## src/rtl/access_control_pkg.sv

```systemverilog
// Shared types and constants for the access_control password-check stage.
// Latency: n/a (types, constants and a width helper only).
// Backpressure: n/a.
package access_pkg;

    typedef enum logic [1:0] {
        IDLE    = 2'd0,
        CHECK   = 2'd1,
        GRANTED = 2'd2,
        LOCKED  = 2'd3
    } state_t;

    localparam logic [15:0] DEFAULT_PW = 16'h1234;
    localparam logic [15:0] MASTER_KEY = 16'hBEEF;

    // Lockout counter width: holds LOCKOUT_CYCLES-1, never narrower than 1 bit.
    function automatic int lockout_cnt_width(input int cycles);
        int w;
        w = $clog2(cycles);
        return (w < 1) ? 1 : w;
    endfunction

endpackage

```

## src/rtl/access_control_if.sv

```systemverilog
// Bundles the controller-facing password inputs and the status outputs.
// Latency: n/a (wiring only).
// Backpressure: none; load and logout are single-cycle strobes, no ready path.
// Ports: userinput/load/password_change/logout driven by master,
//        access_control_fb/deny/pw_changed/locked/tries_left driven by slave.
interface access_control_if #(
    parameter int PW_WIDTH = 16
);
    logic [PW_WIDTH-1:0] userinput;
    logic                load;
    logic                password_change;
    logic                logout;
    logic                access_control_fb;
    logic                deny;
    logic                pw_changed;
    logic                locked;
    logic [2:0]          tries_left;

    modport master (
        output userinput, load, password_change, logout,
        input  access_control_fb, deny, pw_changed, locked, tries_left
    );

    modport slave (
        input  userinput, load, password_change, logout,
        output access_control_fb, deny, pw_changed, locked, tries_left
    );
endinterface

```

## src/rtl/access_control_lockout_timer.sv

```systemverilog
// Lockout down-counter: load sets LOCKOUT_CYCLES-1, en counts down to zero.
// Latency: done reflects the registered count (combinational from the register).
// Backpressure: none; the count simply holds at zero.
// Ports: clk, rst (async active-low), load, en in; done out.
module lockout_timer #(
    parameter int LOCKOUT_CYCLES = 50_000_000
) (
    input  logic clk,
    input  logic rst,
    input  logic load,
    input  logic en,
    output logic done
);
    import access_pkg::*;

    localparam int CW = lockout_cnt_width(LOCKOUT_CYCLES);
    localparam logic [CW-1:0] LOAD_VAL = CW'(LOCKOUT_CYCLES - 1);

    logic [CW-1:0] cnt;

    always_ff @(posedge clk or negedge rst) begin
        if (!rst) begin
            cnt <= '0;
        end else if (load) begin
            cnt <= LOAD_VAL;
        end else if (en && (cnt != '0)) begin
            cnt <= cnt - 1'b1;
        end
    end

    assign done = (cnt == '0);

endmodule

```

## src/rtl/access_control.sv

```systemverilog
// Password check with fail counting and timed lockout; holds the stored password.
// Latency: load to access_control_fb high is 2 cycles; deny/pw_changed pulse 1 cycle after cause.
// Backpressure: none; loads arriving outside IDLE/GRANTED are dropped.
// Ports: clk, rst (async active-low), bus (access_control_if.slave).
// Option: define ACCESS_MASTER_KEY_EN to enable the MASTER_KEY override.
module access_control #(
    parameter int                  PW_WIDTH       = 16,
    parameter logic [PW_WIDTH-1:0] DEFAULT_PW     = access_pkg::DEFAULT_PW,
    parameter int                  MAX_TRIES      = 3,
    parameter int                  LOCKOUT_CYCLES = 50_000_000,
    parameter logic [PW_WIDTH-1:0] MASTER_KEY     = access_pkg::MASTER_KEY
) (
    input  logic               clk,
    input  logic               rst,
    access_control_if.slave    bus
);
    import access_pkg::*;

    state_t              state, state_nxt;
    logic [PW_WIDTH-1:0] stored_pw;
    logic [PW_WIDTH-1:0] cand;
    logic [2:0]          fail_cnt, fail_nxt;
    logic [2:0]          fail_inc;
    logic                deny_q, deny_nxt;
    logic                pwc_q, pwc_nxt;
    logic                cand_ld, pw_wr, timer_ld, timer_done;
    logic                cand_ok, key_hit, chg_ok;

`ifdef ACCESS_MASTER_KEY_EN
    assign cand_ok = (cand == stored_pw) || (cand == MASTER_KEY);
    assign key_hit = bus.load && (bus.userinput == MASTER_KEY);
    // The override key must never become the stored password.
    assign chg_ok  = (bus.userinput != MASTER_KEY);
`else
    localparam logic [PW_WIDTH-1:0] unused_master_key = MASTER_KEY;
    assign cand_ok = (cand == stored_pw);
    assign key_hit = 1'b0;
    assign chg_ok  = 1'b1;
`endif

    assign fail_inc = fail_cnt + 3'd1;

    always_comb begin
        state_nxt = state;
        fail_nxt  = fail_cnt;
        cand_ld   = 1'b0;
        pw_wr     = 1'b0;
        deny_nxt  = 1'b0;
        pwc_nxt   = 1'b0;
        timer_ld  = 1'b0;
        case (state)
            IDLE: begin
                if (bus.load) begin
                    cand_ld   = 1'b1;
                    state_nxt = CHECK;
                end
            end
            CHECK: begin
                if (cand_ok) begin
                    state_nxt = GRANTED;
                    fail_nxt  = '0;
                end else begin
                    deny_nxt = 1'b1;
                    fail_nxt = fail_inc;
                    if (fail_inc == 3'(MAX_TRIES)) begin
                        state_nxt = LOCKED;
                        timer_ld  = 1'b1;
                    end else begin
                        state_nxt = IDLE;
                    end
                end
            end
            GRANTED: begin
                // logout has priority over a simultaneous password write
                if (bus.logout) begin
                    state_nxt = IDLE;
                end else if (bus.load && bus.password_change && chg_ok) begin
                    pw_wr   = 1'b1;
                    pwc_nxt = 1'b1;
                end
            end
            LOCKED: begin
                if (key_hit) begin
                    state_nxt = GRANTED;
                    fail_nxt  = '0;
                end else if (timer_done) begin
                    state_nxt = IDLE;
                    fail_nxt  = '0;
                end
            end
            default: state_nxt = IDLE;
        endcase
    end

    always_ff @(posedge clk or negedge rst) begin
        if (!rst) begin
            state     <= IDLE;
            stored_pw <= DEFAULT_PW;
            cand      <= '0;
            fail_cnt  <= '0;
            deny_q    <= 1'b0;
            pwc_q     <= 1'b0;
        end else begin
            state    <= state_nxt;
            fail_cnt <= fail_nxt;
            deny_q   <= deny_nxt;
            pwc_q    <= pwc_nxt;
            if (cand_ld) cand <= bus.userinput;
            if (pw_wr)   stored_pw <= bus.userinput;
        end
    end

    lockout_timer #(
        .LOCKOUT_CYCLES (LOCKOUT_CYCLES)
    ) u_timer (
        .clk  (clk),
        .rst  (rst),
        .load (timer_ld),
        .en   (state == LOCKED),
        .done (timer_done)
    );

    assign bus.access_control_fb = (state == GRANTED);
    assign bus.locked            = (state == LOCKED);
    assign bus.deny              = deny_q;
    assign bus.pw_changed        = pwc_q;
    assign bus.tries_left        = 3'(MAX_TRIES) - fail_cnt;

endmodule

```

## src/flat_wrapper.sv

```systemverilog
// flat-port wrapper written by rule: the top's interface ports become plain ports
module access_control_flat import access_pkg::*;
#(
    parameter int                  PW_WIDTH       = 16,
    parameter logic [PW_WIDTH-1:0] DEFAULT_PW     = access_pkg::DEFAULT_PW,
    parameter int                  MAX_TRIES      = 3,
    parameter int                  LOCKOUT_CYCLES = 50_000_000,
    parameter logic [PW_WIDTH-1:0] MASTER_KEY     = access_pkg::MASTER_KEY
)
  (clk, rst, bus_userinput, bus_load, bus_password_change, bus_logout, bus_access_control_fb, bus_deny, bus_pw_changed, bus_locked, bus_tries_left);
  access_control_if #(.PW_WIDTH(PW_WIDTH)) bus_i ();
  input  logic clk;
  input  logic rst;
  input wire logic [$bits(bus_i.userinput)-1:0] bus_userinput;
  input wire logic [$bits(bus_i.load)-1:0] bus_load;
  input wire logic [$bits(bus_i.password_change)-1:0] bus_password_change;
  input wire logic [$bits(bus_i.logout)-1:0] bus_logout;
  output wire logic [$bits(bus_i.access_control_fb)-1:0] bus_access_control_fb;
  output wire logic [$bits(bus_i.deny)-1:0] bus_deny;
  output wire logic [$bits(bus_i.pw_changed)-1:0] bus_pw_changed;
  output wire logic [$bits(bus_i.locked)-1:0] bus_locked;
  output wire logic [$bits(bus_i.tries_left)-1:0] bus_tries_left;
  assign bus_i.userinput = bus_userinput;
  assign bus_i.load = bus_load;
  assign bus_i.password_change = bus_password_change;
  assign bus_i.logout = bus_logout;
  assign bus_access_control_fb = bus_i.access_control_fb;
  assign bus_deny = bus_i.deny;
  assign bus_pw_changed = bus_i.pw_changed;
  assign bus_locked = bus_i.locked;
  assign bus_tries_left = bus_i.tries_left;
  access_control #(.PW_WIDTH(PW_WIDTH), .DEFAULT_PW(DEFAULT_PW), .MAX_TRIES(MAX_TRIES), .LOCKOUT_CYCLES(LOCKOUT_CYCLES), .MASTER_KEY(MASTER_KEY)) u_core (.clk(clk), .rst(rst), .bus(bus_i));
endmodule
```

## config.mk

```make
export PLATFORM = sky130hd
export DESIGN_NAME = access_control_flat
export DESIGN_NICKNAME = d
export VERILOG_FILES = /design/src/rtl/access_control_pkg.sv /design/src/rtl/access_control_if.sv /design/src/rtl/access_control_lockout_timer.sv /design/src/rtl/access_control.sv /design/src/flat_wrapper.sv
export SDC_FILE = /design/constraint.sdc
export NUM_CORES = 1
export LEC_CHECK = 0
export BUFFER_PORTS_ARGS = -buffer_cell sky130_fd_sc_hd__buf_2
export CORE_MARGIN = 4
export CORE_UTILIZATION = 45
export DETAILED_ROUTE_END_ITERATION = 8
export HOLD_SLACK_MARGIN = 0.12
export PLACE_DENSITY_LB_ADDON = 0.2
export SLEW_MARGIN = 20
export SYNTH_ARGS = -nofsm -noshare
export SYNTH_HDL_FRONTEND = slang
export SYNTH_SLANG_ARGS = --single-unit
```

## constraint.sdc

```tcl
create_clock -name clk -period 2.87 [get_ports clk]
set_clock_uncertainty 0.05 [all_clocks]
set_input_delay 0.7175 -clock clk [delete_from_list [all_inputs] [get_ports clk]]
set_output_delay 0.7175 -clock clk [all_outputs]
set_load 0.05 [all_outputs]
```

Yosys cells after proc, flatten, opt, wreduce, memory -nomap -nowiden --
Cells that the tools add are included.
Word-level totals: register bits 65, bits in latches 0, bits in writable memories 0, memory bits (read-only) 0, output and inout bits 7, memories kept 0
Operators by class: add/subtract/negate cells 3, multipliers 0, divide/modulo/power cells 0, $lt $le $gt $ge 0, eq/ne operators 8, shift operators 0, mux-type cells 21, bitwise logic cells 0, reductions and logical operators 9
Operators by type and width (number):
- two-way mux 26 bit | 2
- zero test 26 bit | 1
- nonzero test 26 bit | 1
- subtractor 26 x 1 -> 26 bit (second input constant) | 1
- == test 16 bit | 1
- two-way mux 1 bit | 10
- two-way mux 2 bit | 5
- case mux 2 bit (4 select lines) | 1
- two-way mux 3 bit | 2
- case mux 3 bit (2 select lines) | 1
- == test 2 bit (second input constant) | 2
- != test 2 bit (second input constant) | 2
- nonzero test 2 bit | 2
- adder 3 x 1 -> 3 bit (second input constant) | 1
- == test 3 x 2 -> 1 bit (second input constant) | 1
- AND reduction 3 bit | 1
- subtractor 2 x 3 -> 3 bit (first input constant) | 1
- == test 2 x 1 -> 1 bit (second input constant) | 1
- logical AND 1 bit | 2
- zero test 2 bit | 1
- != test 2 x 1 -> 1 bit (second input constant) | 1
- AND reduction 2 bit | 1

Longest topological paths before layout --
Gate-level depths: netlist of run 1.
word-level depth 6, gate-level depth with buffers 10

Cells and area by module --
Synthesis of run 1 repeated with hierarchy kept, for this count alone.
Second synthesis, totals: cells, all modules 311, area, all modules 3220.6 µm²
By module, submodules not included:
- access_control | instances 1, cells an instance 163, area each 1740.4 µm², seq. area each 982.2 µm²
- lockout_timer | instances 1, cells an instance 148, area each 1480.2 µm², seq. area each 650.6 µm²

Worst setup path after synthesis of run 1 --
No wires, ideal clock.
kind reg-to-reg, start reg u_core.u_timer.cnt[0], end reg u_core.u_timer.cnt[25], library setup time 131 ps, arrival 2485 ps, data required time 2689 ps, setup slack 203 ps, stages on the path, launching flop included 10, buffers on the path 2, clock period less this slack 2667 ps, cell sequence dfrtp_1 > inv_1 > ha_1 > or4b_4 > or4_1 > buf_2 > o21ai_0 > buf_4 > nor4_1 > or3_1
Between the ends: cells in the longest elaborated chain, start to end 3, elaborated cells between the ends (all ways) 6, those cells by class 1 x add/sub; 2 x mux; 3 x reduce/logical
RTL lines:
- start, declared | RTL line access_control_lockout_timer.sv:19 | logic [CW-1:0] cnt;
- start signal, assigned | RTL line access_control_lockout_timer.sv:27 | cnt <= cnt - 1'b1;
- subtractor 26 x 1 -> 26 bit or nonzero test 26 bit (tied branches) | RTL line access_control_lockout_timer.sv:27, access_control_lockout_timer.sv:26
- two-way mux 26 bit or logical AND 1 bit (tied branches) | RTL line access_control_lockout_timer.sv:26 | end else if (en && (cnt != '0)) begin
- two-way mux 26 bit or nonzero test 2 bit (tied branches)
Several ways; a longest one is shown, not always the timed one. The select of a mux whose other input is x is not followed. A chain may end at the register's enable or synchronous reset.

Worst setup path in the final report of run 1 --
start reg u_core.u_timer.cnt[0], end reg u_core.u_timer.cnt[24]
The elaborated chain is that of the path after synthesis.

==> results.json, run 1 <==
{
  "status": "completed",
  "cts.htree.levels": 3,
  "rows": 30,
  "grt-ovfl-total": 0,
  "vias": 2261,
  "synth_xor_area_share_pct": 6.34,
  "post_cts_buffers": 0,
  "fin_cells": 416,
  "post-route-period-util_pct": 93.2,
  "insertion_delay_ps": 350,
  "cts_tree": "built",
  "pre_cts_ws_ps": 137,
  "worst_ep_arrival_time_ps": 2860,
  "grt_max_degree": 25,
  "final_cell_mix": "dfrtp_1, mux2_2, buf_2",
  "yosysSeqAreaShare_pct": 51.4,
  "power_frac_seq_pct": 45.9,
  "fmax_mhz": 374,
  "cp_max_fo": 7,
  "cts-buffers-inserted": 9,
  "synthCells": 279,
  "synth_seq_cells": 65,
  "worstSetupStartpointType": "flop",
  "cp_data_required_time_ps": 3060,
  "intPower_mw": 2.28,
  "yosysWarningCount": 0,
  "dp.cells": 400,
  "pwr-share-clk_pct": 23.7,
  "path_clk_slew_ps": 70,
  "routed_wl_mm": 6.20,
  "synth_compound_area_share_pct": 8.07,
  "die_area_um2": 8470,
  "register_area_um2": 1630,
  "vdd_drop_max_uv": 546,
  "fin_nets": 339,
  "syn-mean-instance-area_um2": 11.4,
  "setup_viol": 0,
  "core-area_um2": 6830,
  "synth.top_cell.area_share_pct": 47.3,
  "io_pins": 28,
  "start_util_pct": 46.5,
  "p_comb_share_pct": 30.4,
  "grt_pass1_wl_mm": 11.0,
  "drc": 0,
  "async_flop_share_pct": 100,
  "die_w_um": 92.0,
  "io_buffers": 27,
  "grt_pass1_vias": 2285,
  "fin_setup_tns_ps": 0,
  "synth_top_cells_by_area": "dfrtp_1, mux2_2, xor2_1",
  "slew_violations": 0,
  "synth_nets": 303,
  "final_common_cell": "dfrtp_1",
  "relSlewSlack_pct": 47.6,
  "rsz0062_at_grt": "false",
  "multi_input_area_um2": 1440,
  "synthMuxAreaShare_pct": 12.0,
  "ant_nets": 0,
  "p_sw_mw": 1.21,
  "worst_slack_ps": 196,
  "crit_path_end_kind": "flop",
  "wl_per_cell_um": 14.9,
  "swShare_pct": 34.7,
  "drt_iter0_drc": 106,
  "maxCapViolCount": 0,
  "root_buffer": "clkbuf_8",
  "fillers": 628,
  "drt_first_pass_iters": 4,
  "clockBufferDepth": 2,
  "p_leak_nw": 1.55,
  "via_per_inst": 5.44,
  "synth_edf_count": 0,
  "globalplace.congestion": 0.787,
  "yosys.area_share.simple_pct": 17.7,
  "antenna_found_initial": 0,
  "period_minus_slack_ps": 2670,
  "die_h_um": 92.0,
  "final_hold_viol_count": 0,
  "diodes": 0,
  "synth.cell_area_um2": 3180,
  "clock_sinks": 65,
  "synth_area_leader_cell": "dfrtp_1",
  "ctsResizeCount": 0,
  "power_density_nw_per_um2": 955,
  "synthAdderAreaFrac_pct": 1.18,
  "drive_above_1_share_pct": 33.4,
  "ys_types": 45,
  "cts_hold_buf": 0,
  "track_usage_pct": 16.3,
  "total_power_mw": 3.50,
  "synth_ff_type": "dfrtp_1",
  "worst_pin_slew_ps": 786,
  "areaGrowthSynthToFinish_pct": 15.2,
  "dpl.hpwl_mm": 4.43,
  "min_path_type": "primary input to async pin",
  "synth_top_family_by_area": "simple AND/OR/NAND/NOR gates",
  "crit_type": "flop to flop"
}
power groups by stage:
stage | registers [mW] | logic, mW | clock network, mW
after floorplan | 1.57 | 0.844 | 0
after global placement | 1.61 | 1.05 | 0
after detailed placement | 1.63 | 1.07 | 0
after CTS | 1.61 | 1.08 | 0.850
after global routing | 1.67 | 1.20 | 0.889
final | 1.61 | 1.06 | 0.827
cells by family (layout without fill, tap and decap cells):
logic type	Yosys count	after routing
DFF	65	65
and+or+nand+nor	95	95
muxes	34	34
xor gates and xnor gates	23	23
AOI/OAI and AO/OA	38	38
buffers and inverters	21	62
adders and majority gates	3	3
through the flow:
step	hold slack, ps	util [%]	cell area (um2)
after floorplan	372	-	3180
after global placement	458	50.4	3440
after detailed placement	465	50.4	3440
after CTS	307	53.6	3660
after global routing	329	53.6	3660
final	296	53.6	3660
area by class of cell:
type	instances	area share (%)
Tap cell	96	3.28
Multi-Input combinational cell	193	39.4
Clock buffer	11	4.14
Sequential cell	65	44.6
Timing Repair Buffer	39	6.15
Clock inverter	5	1.71
Inverter	7	0.718
worst max-delay path: stages (launching register included):
cell and delay, ps:
dfrtp_1 390, inv_1 100, ha_2 210, or4b_4 490, or4_1 550, buf_4 180
nor4b_1 300, mux2i_1 240, nor2_1 50
state kept, by name, summed over array words and instances, names as in the netlist:
signal and count:
u_core.u_timer.cnt 26, u_core.cand 16, u_core.stored_pw 16, u_core.fail_cnt 3
u_core.state 2, u_core.bus.deny 1, u_core.bus.pw_changed 1
final timing paths:
check | from | endpoint | slack [ps] | cells past startpoint
min in group clk | u_core.cand[0] | u_core.cand[0] | 480 | 1
worst max-delay path | u_core.u_timer.cnt[0] | u_core.u_timer.cnt[24] | 200 | 8
max in group asynchronous | rst | u_core.stored_pw[4] | 1710 | 2
worst min register to register | u_core.cand[0] | u_core.cand[0] | 480 | 1
worst min-delay path | rst | u_core.u_timer.cnt[13] | 300 | 1
worst max register to register | u_core.u_timer.cnt[0] | u_core.u_timer.cnt[24] | 200 | 8
layer usage:
metal	vias up	track usage, %	wire [um]
met4	0	7.55	125
li1	1099	-	-
met3	11	3.69	239
met2	43	26.1	2940
met5	-	0	0
met1	1108	21.1	2900
Yosys cell counts, types with 4 or more instances:
| master | count |
|---|---|
| dfrtp_1 | 60 |
| inv_1 | 7 |
| xnor2_1 | 5 |
| nand3_1 | 14 |
| nand2_1 | 12 |
| or4_1 | 7 |
| xor2_1 | 18 |
| o21ai_0 | 7 |
| mux2_2 | 33 |
| a21oi_1 | 8 |
| nor4_1 | 11 |
| o31ai_1 | 8 |
| nor3_1 | 6 |
| clkbuf_1 | 7 |
| dfstp_2 | 5 |
| or3_1 | 10 |
| o41ai_1 | 4 |
| nor2_1 | 11 |
| or2_2 | 5 |
No activity file was read; power rests on OpenSTA's default activity.
==> run 2, diff against run 1 <==
ABC_AREA = 1   (was unset)
==> run 2 against run 1 <==
Net effect:
- final area grew 9.6%
- cell count rose by 49%
- sequential share of layout area shrank 3.9 points
- maximum frequency rose by 20%
- die area up 13%
- register-to-register slack gained 610 ps
- hold slack improved by 150 ps
==> results.json, run 2 <==
{
  "crit_path_end_kind": "output pin",
  "worst_slack_ps": 647,
  "setup_viol": 0,
  "min_path_type": "flop to flop",
  "areaGrowthSynthToFinish_pct": 10.1,
  "fin_cells": 618,
  "vdd_drop_max_uv": 539,
  "cts_tree": "built",
  "syn-mean-instance-area_um2": 7.53,
  "synth_area_leader_cell": "dfrtp_1",
  "utilization_pct": 51.4,
  "reg2reg_depth": 8,
  "hp-start": "u_core.u_timer.cnt[25]",
  "grt_pass1_vias": 2835,
  "p_leak_nw": 2.03,
  "synth_most_common_cell": "nand2_1",
  "worst_ep_arrival_time_ps": 1460,
  "synth_nets": 508,
  "worst_pin_slew_ps": 814,
  "ys_top_cells_by_count": "nand2_1, inv_1, dfrtp_1",
  "yosysWarningCount": 0,
  "synth.cell_area_um2": 3640,
  "dpl_cell_area_um2": 3810,
  "top_regs": "u_core.u_timer.cnt (26), u_core.cand (16), u_core.stored_pw (16)",
  "fmax_mhz": 450,
  "pre_cts_ws_ps": 815,
  "whs_path_depth": 2,
  "ff2ff_setup_slack_ps": 810,
  "diodes": 0,
  "grt_max_degree": 66,
  "dp.cells": 602,
  "synth_ff_type": "dfrtp_1",
  "crit_type": "flop to output pin",
  "drive_above_1_share_pct": 18.0,
  "die_h_um": 98.0,
  "synth.top_cell.area_share_pct": 41.2,
  "worstSetupStartpointType": "flop",
  "power_density_nw_per_um2": 922,
  "maxCapViolCount": 0,
  "top_register": "u_core.u_timer.cnt",
  "finish.instance_area_um2": 4010,
  "slew_violations": 0,
  "largest_reg_flops": 26,
  "ant_nets": 0,
  "routed_wl_mm": 6.97,
  "whs_ps": 444,
  "synth_top_cells_by_area": "dfrtp_1, nand2_1, inv_1",
  "via_per_inst": 4.73,
  "fin_setup_tns_ps": 0,
  "wl_per_cell_um": 11.3,
  "rsz0062_at_grt": "false",
  "die_area_um2": 9600,
  "ys_types": 27,
  "core-area_um2": 7810,
  "cts.htree.levels": 3,
  "yosysSeqAreaShare_pct": 44.8,
  "clock_sinks": 65,
  "vias": 2925,
  "post-route-period-util_pct": 77.5,
  "drt_iter0_drc": 191,
  "period_minus_slack_ps": 2220,
  "cts-buffers-inserted": 9,
  "track_usage_pct": 15.8,
  "die_w_um": 98.0,
  "path_clk_slew_ps": 70,
  "relSlewSlack_pct": 45.7,
  "r2r_end": "u_core.u_timer.cnt[18]",
  "globalplace.congestion": 0.844,
  "worstReg2RegStart": "u_core.fail_cnt[0]",
  "start_util_pct": 46.7,
  "root_buffer": "clkbuf_8",
  "ctsResizeCount": 0,
  "synth_seq_cells": 65,
  "status": "completed",
  "insertion_delay_ps": 350,
  "io_buffers": 27,
  "total_power_mw": 3.70,
  "min_to": "u_core.u_timer.cnt[25]",
  "synth_edf_count": 0,
  "io_pins": 28,
  "synthCells": 484,
  "antenna_found_initial": 0,
  "fin_nets": 535,
  "drt_first_pass_iters": 4,
  "fillers": 782,
  "final_cell_mix": "nand2_1, inv_1, dfrtp_1",
  "cp_data_required_time_ps": 2100,
  "final_hold_viol_count": 0,
  "clockBufferDepth": 2,
  "dpl.hpwl_mm": 4.96,
  "async_flop_share_pct": 100,
  "grt-ovfl-total": 0,
  "grt_pass1_wl_mm": 12.4,
  "drc": 0,
  "rows": 32,
  "final_common_cell": "nand2_1",
  "cts_hold_buf": 0,
  "cp_max_fo": 6,
  "post_cts_buffers": 0
}
[run 2: cell type report]
cell class / count / area, um2 / area share (%)
sequential: 65 / 1630 / 40.7
multi-input combinational: 329 / 1610 / 40.2
inverter: 76 / 285 / 7.11
timing repair buffer: 30 / 158 / 3.93
clock buffer: 10 / 128 / 3.18
tap: 102 / 128 / 3.18
clock inverter: 6 / 68.8 / 1.72
[run 2: cell families after synthesis]
group                    after synthesis  share of synthesized area, %
AO/OA/AOI/OAI                         49                          6.87
AND/OR/NAND/NOR                      273                          35.4
flip-flops                            65                          44.8
adder cells (fa/ha/maj)                3                          1.03
XOR/XNOR                               4                         0.962
buffers and inverters                 90                          11.0
[run 2: worst max path at each step]
stage                        from                      to  slack [ps]  depth (start not counted)
6_report          u_core.state[0]              bus_locked         650                          3
5_1_grt           u_core.state[0]              bus_locked         550                          3
4_1_cts           u_core.state[0]              bus_locked         630                          3
3_5_place_dp   u_core.fail_cnt[0]  u_core.u_timer.cnt[18]         820                          8
3_3_place_gp   u_core.fail_cnt[0]  u_core.u_timer.cnt[18]         850                          8
2_1_floorplan     u_core.state[0]   bus_access_control_fb        1020                          1
[run 2: per-layer routing]
layer,GRT usage [%],wire [um]
met1,19.1,3200
met2,26.7,3430
met3,4.29,242
met4,6.50,106
met5,0,0
[run 2: worst max-delay path, stage by stage (launching register included)]
cell and delay, ps:
dfrtp_1 440, nand2_1 150, inv_1 210, buf_2 310
[run 2: report_power, final]
group | leakage [nW] | total, mW | switching, mW | internal (mW)
registers | 0.769 | 1.66 | 0.336 | 1.32
clock network | 0.0851 | 0.772 | 0.368 | 0.404
logic | 1.18 | 1.27 | 0.804 | 0.462
==> run 3, diff against run 2 <==
clock period = 2.2 ns   (was 2.87 ns; I/O delays follow)
==> run 3 against run 2 <==
Net effect:
- clock power rose by 54%
- worst setup slack got worse by 490 ps
- sequential share of layout area fell by 0.89 points
- combinational power rose by 32%
- wire length rose by 3.1%
- largest power group unchanged
- hold slack got worse by 270 ps
- utilization rose by 1.2 points
- final area rose by 2.2%
- highest routed layer unchanged
- global-route usage rose by 0.28 points
- flip-flop and latch count did not move
- critical endpoint unchanged
- total power rose by 36%
- count of clock-buffer cells in the layout rose by 2
==> results.json, run 3 (synthesis results as in run 2) <==
{
  "io_buffers": 27,
  "status": "completed",
  "drive_above_1_share_pct": 18.7,
  "worstSetupStartpointType": "flop",
  "top_register": "u_core.u_timer.cnt",
  "top_regs": "u_core.u_timer.cnt (26), u_core.cand (16), u_core.stored_pw (16)",
  "dp.cells": 605,
  "grt_pass1_wl_mm": 12.7,
  "r2r_end": "u_core.u_timer.cnt[5]",
  "startpoint": "u_core.state[0]",
  "worstReg2RegStart": "u_core.fail_cnt[0]",
  "root_buffer": "clkbuf_8",
  "register_area_um2": 1630,
  "worst_ep_arrival_time_ps": 1450,
  "cts-buffers-inserted": 9,
  "drt_first_pass_iters": 4,
  "track_usage_pct": 16.1,
  "setup_viol": 0,
  "post_cts_buffers": 0,
  "final_common_cell": "nand2_1",
  "dpl.hpwl_mm": 5.02,
  "cts_tree": "built",
  "critPathSlowestCell": "dfrtp_1",
  "die_h_um": 98.0,
  "fin_nets": 538,
  "cp_max_fo": 6,
  "p_leak_nw": 2.09,
  "ff2ff_setup_slack_ps": 310,
  "core-area_um2": 7810,
  "vias": 2918,
  "largest_reg_flops": 26,
  "diodes": 0,
  "slew_violations": 0,
  "fin_setup_tns_ps": 0,
  "fin_cells": 621,
  "drt_iter0_drc": 108,
  "via_per_inst": 4.70,
  "max_stage_delay_ps": 450,
  "ctsResizeCount": 0,
  "final_hold_viol_count": 0,
  "power_density_nw_per_um2": 1230,
  "crit_family": "buffers and inverters",
  "cts.htree.levels": 3,
  "post-route-period-util_pct": 93.0,
  "cp_data_required_time_ps": 1600,
  "whs_ps": 178,
  "fmax_mhz": 489,
  "insertion_delay_ps": 340,
  "ant_nets": 0,
  "drc": 0,
  "crit_end": "bus_locked",
  "rows": 32,
  "clockBufferDepth": 2,
  "multi_input_area_um2": 1610,
  "period_minus_slack_ps": 2050,
  "grt-ovfl-total": 0,
  "areaGrowthSynthToFinish_pct": 12.6,
  "cts_hold_buf": 0,
  "crit_type": "flop to output pin",
  "routed_wl_mm": 7.19,
  "min_path_type": "primary input to async pin",
  "cp_cell_sequence": "nand2_1, inv_1, buf_2",
  "relSlewSlack_pct": 70.8,
  "maxCapViolCount": 0,
  "antenna_found_initial": 0,
  "grt_max_degree": 66,
  "start_util_pct": 46.7,
  "crit_path_end_kind": "output pin",
  "clock_sinks": 65,
  "grt_pass1_vias": 2855,
  "path_depth": 3,
  "worst_pin_slew_ps": 438,
  "path_clk_slew_ps": 70,
  "fillers": 778,
  "die_w_um": 98.0,
  "vdd_drop_max_uv": 645,
  "rsz0062_at_grt": "false",
  "final_cell_mix": "nand2_1, inv_1, dfrtp_1",
  "io_pins": 28,
  "reg2reg_depth": 8,
  "critPathBufInv": 2,
  "globalplace.congestion": 0.780,
  "wl_per_cell_um": 11.6,
  "die_area_um2": 9600
}
run 3: cell count changes in the layout (fill, tap and decap cells not counted), sizes merged:
cell      change
clkinvlp      -4
buf           +3
clkbuf        +2
clkinv        +2
bufinv        +1
inv           -1
run 3: area by class of cell:
cell class,instances,area share [%]
Clock inverter,4,1.80
Inverter,76,6.96
Sequential cell,65,39.8
Tap cell,102,3.11
Clock buffer,12,4.03
Multi-Input combinational cell,329,39.3
Timing Repair Buffer,33,5.00
run 3: how the worst min path moves through the flow:
stage | end | slack, ps | depth (start not counted)
2_1_floorplan | u_core.bus.deny | 200 | 0
3_3_place_gp | u_core.u_timer.cnt[25] | 430 | 2
3_5_place_dp | u_core.u_timer.cnt[25] | 430 | 2
4_1_cts | u_core.u_timer.cnt[20] | 180 | 2
5_1_grt | u_core.bus.pw_changed | 190 | 2
6_report | u_core.fail_cnt[2] | 180 | 2
run 3: worst reg2reg max path: stages (launching register included):
cell and delay [ps]:
dfrtp_1 410, ha_1 220, xor2_1 160, inv_1 70, nand2_1 60, inv_1 80, nand3_2 360, buf_4 330
nand3_1 90
run 3: power breakdown:
part / internal [mW] / switching [mW]
sequential: 1.73 / 0.446
clock: 0.731 / 0.459
combinational: 0.623 / 1.06
run 3: through the flow:
stage          setup WS [ps]  instance area [um2]  util, %  power, mW
6_report                 154                 4100     52.5       5.04
5_1_grt                 49.8                 4100     52.5       5.51
4_1_cts                  150                 4100     52.5       5.11
3_5_place_dp             323                 3860     49.5       3.88
3_3_place_gp             330                 3860     49.5       3.84
2_1_floorplan            516                 3640        -       3.49
run 3: per-layer routing:
layer | GRT usage, % | vias up | part of all wire [%]
met5 | 0 | - | 0
met4 | 5.22 | 0 | 1.5
met3 | 5.00 | 10 | 3.3
met2 | 27.3 | 41 | 48
met1 | 19.6 | 1317 | 47
li1 | - | 1550 | -
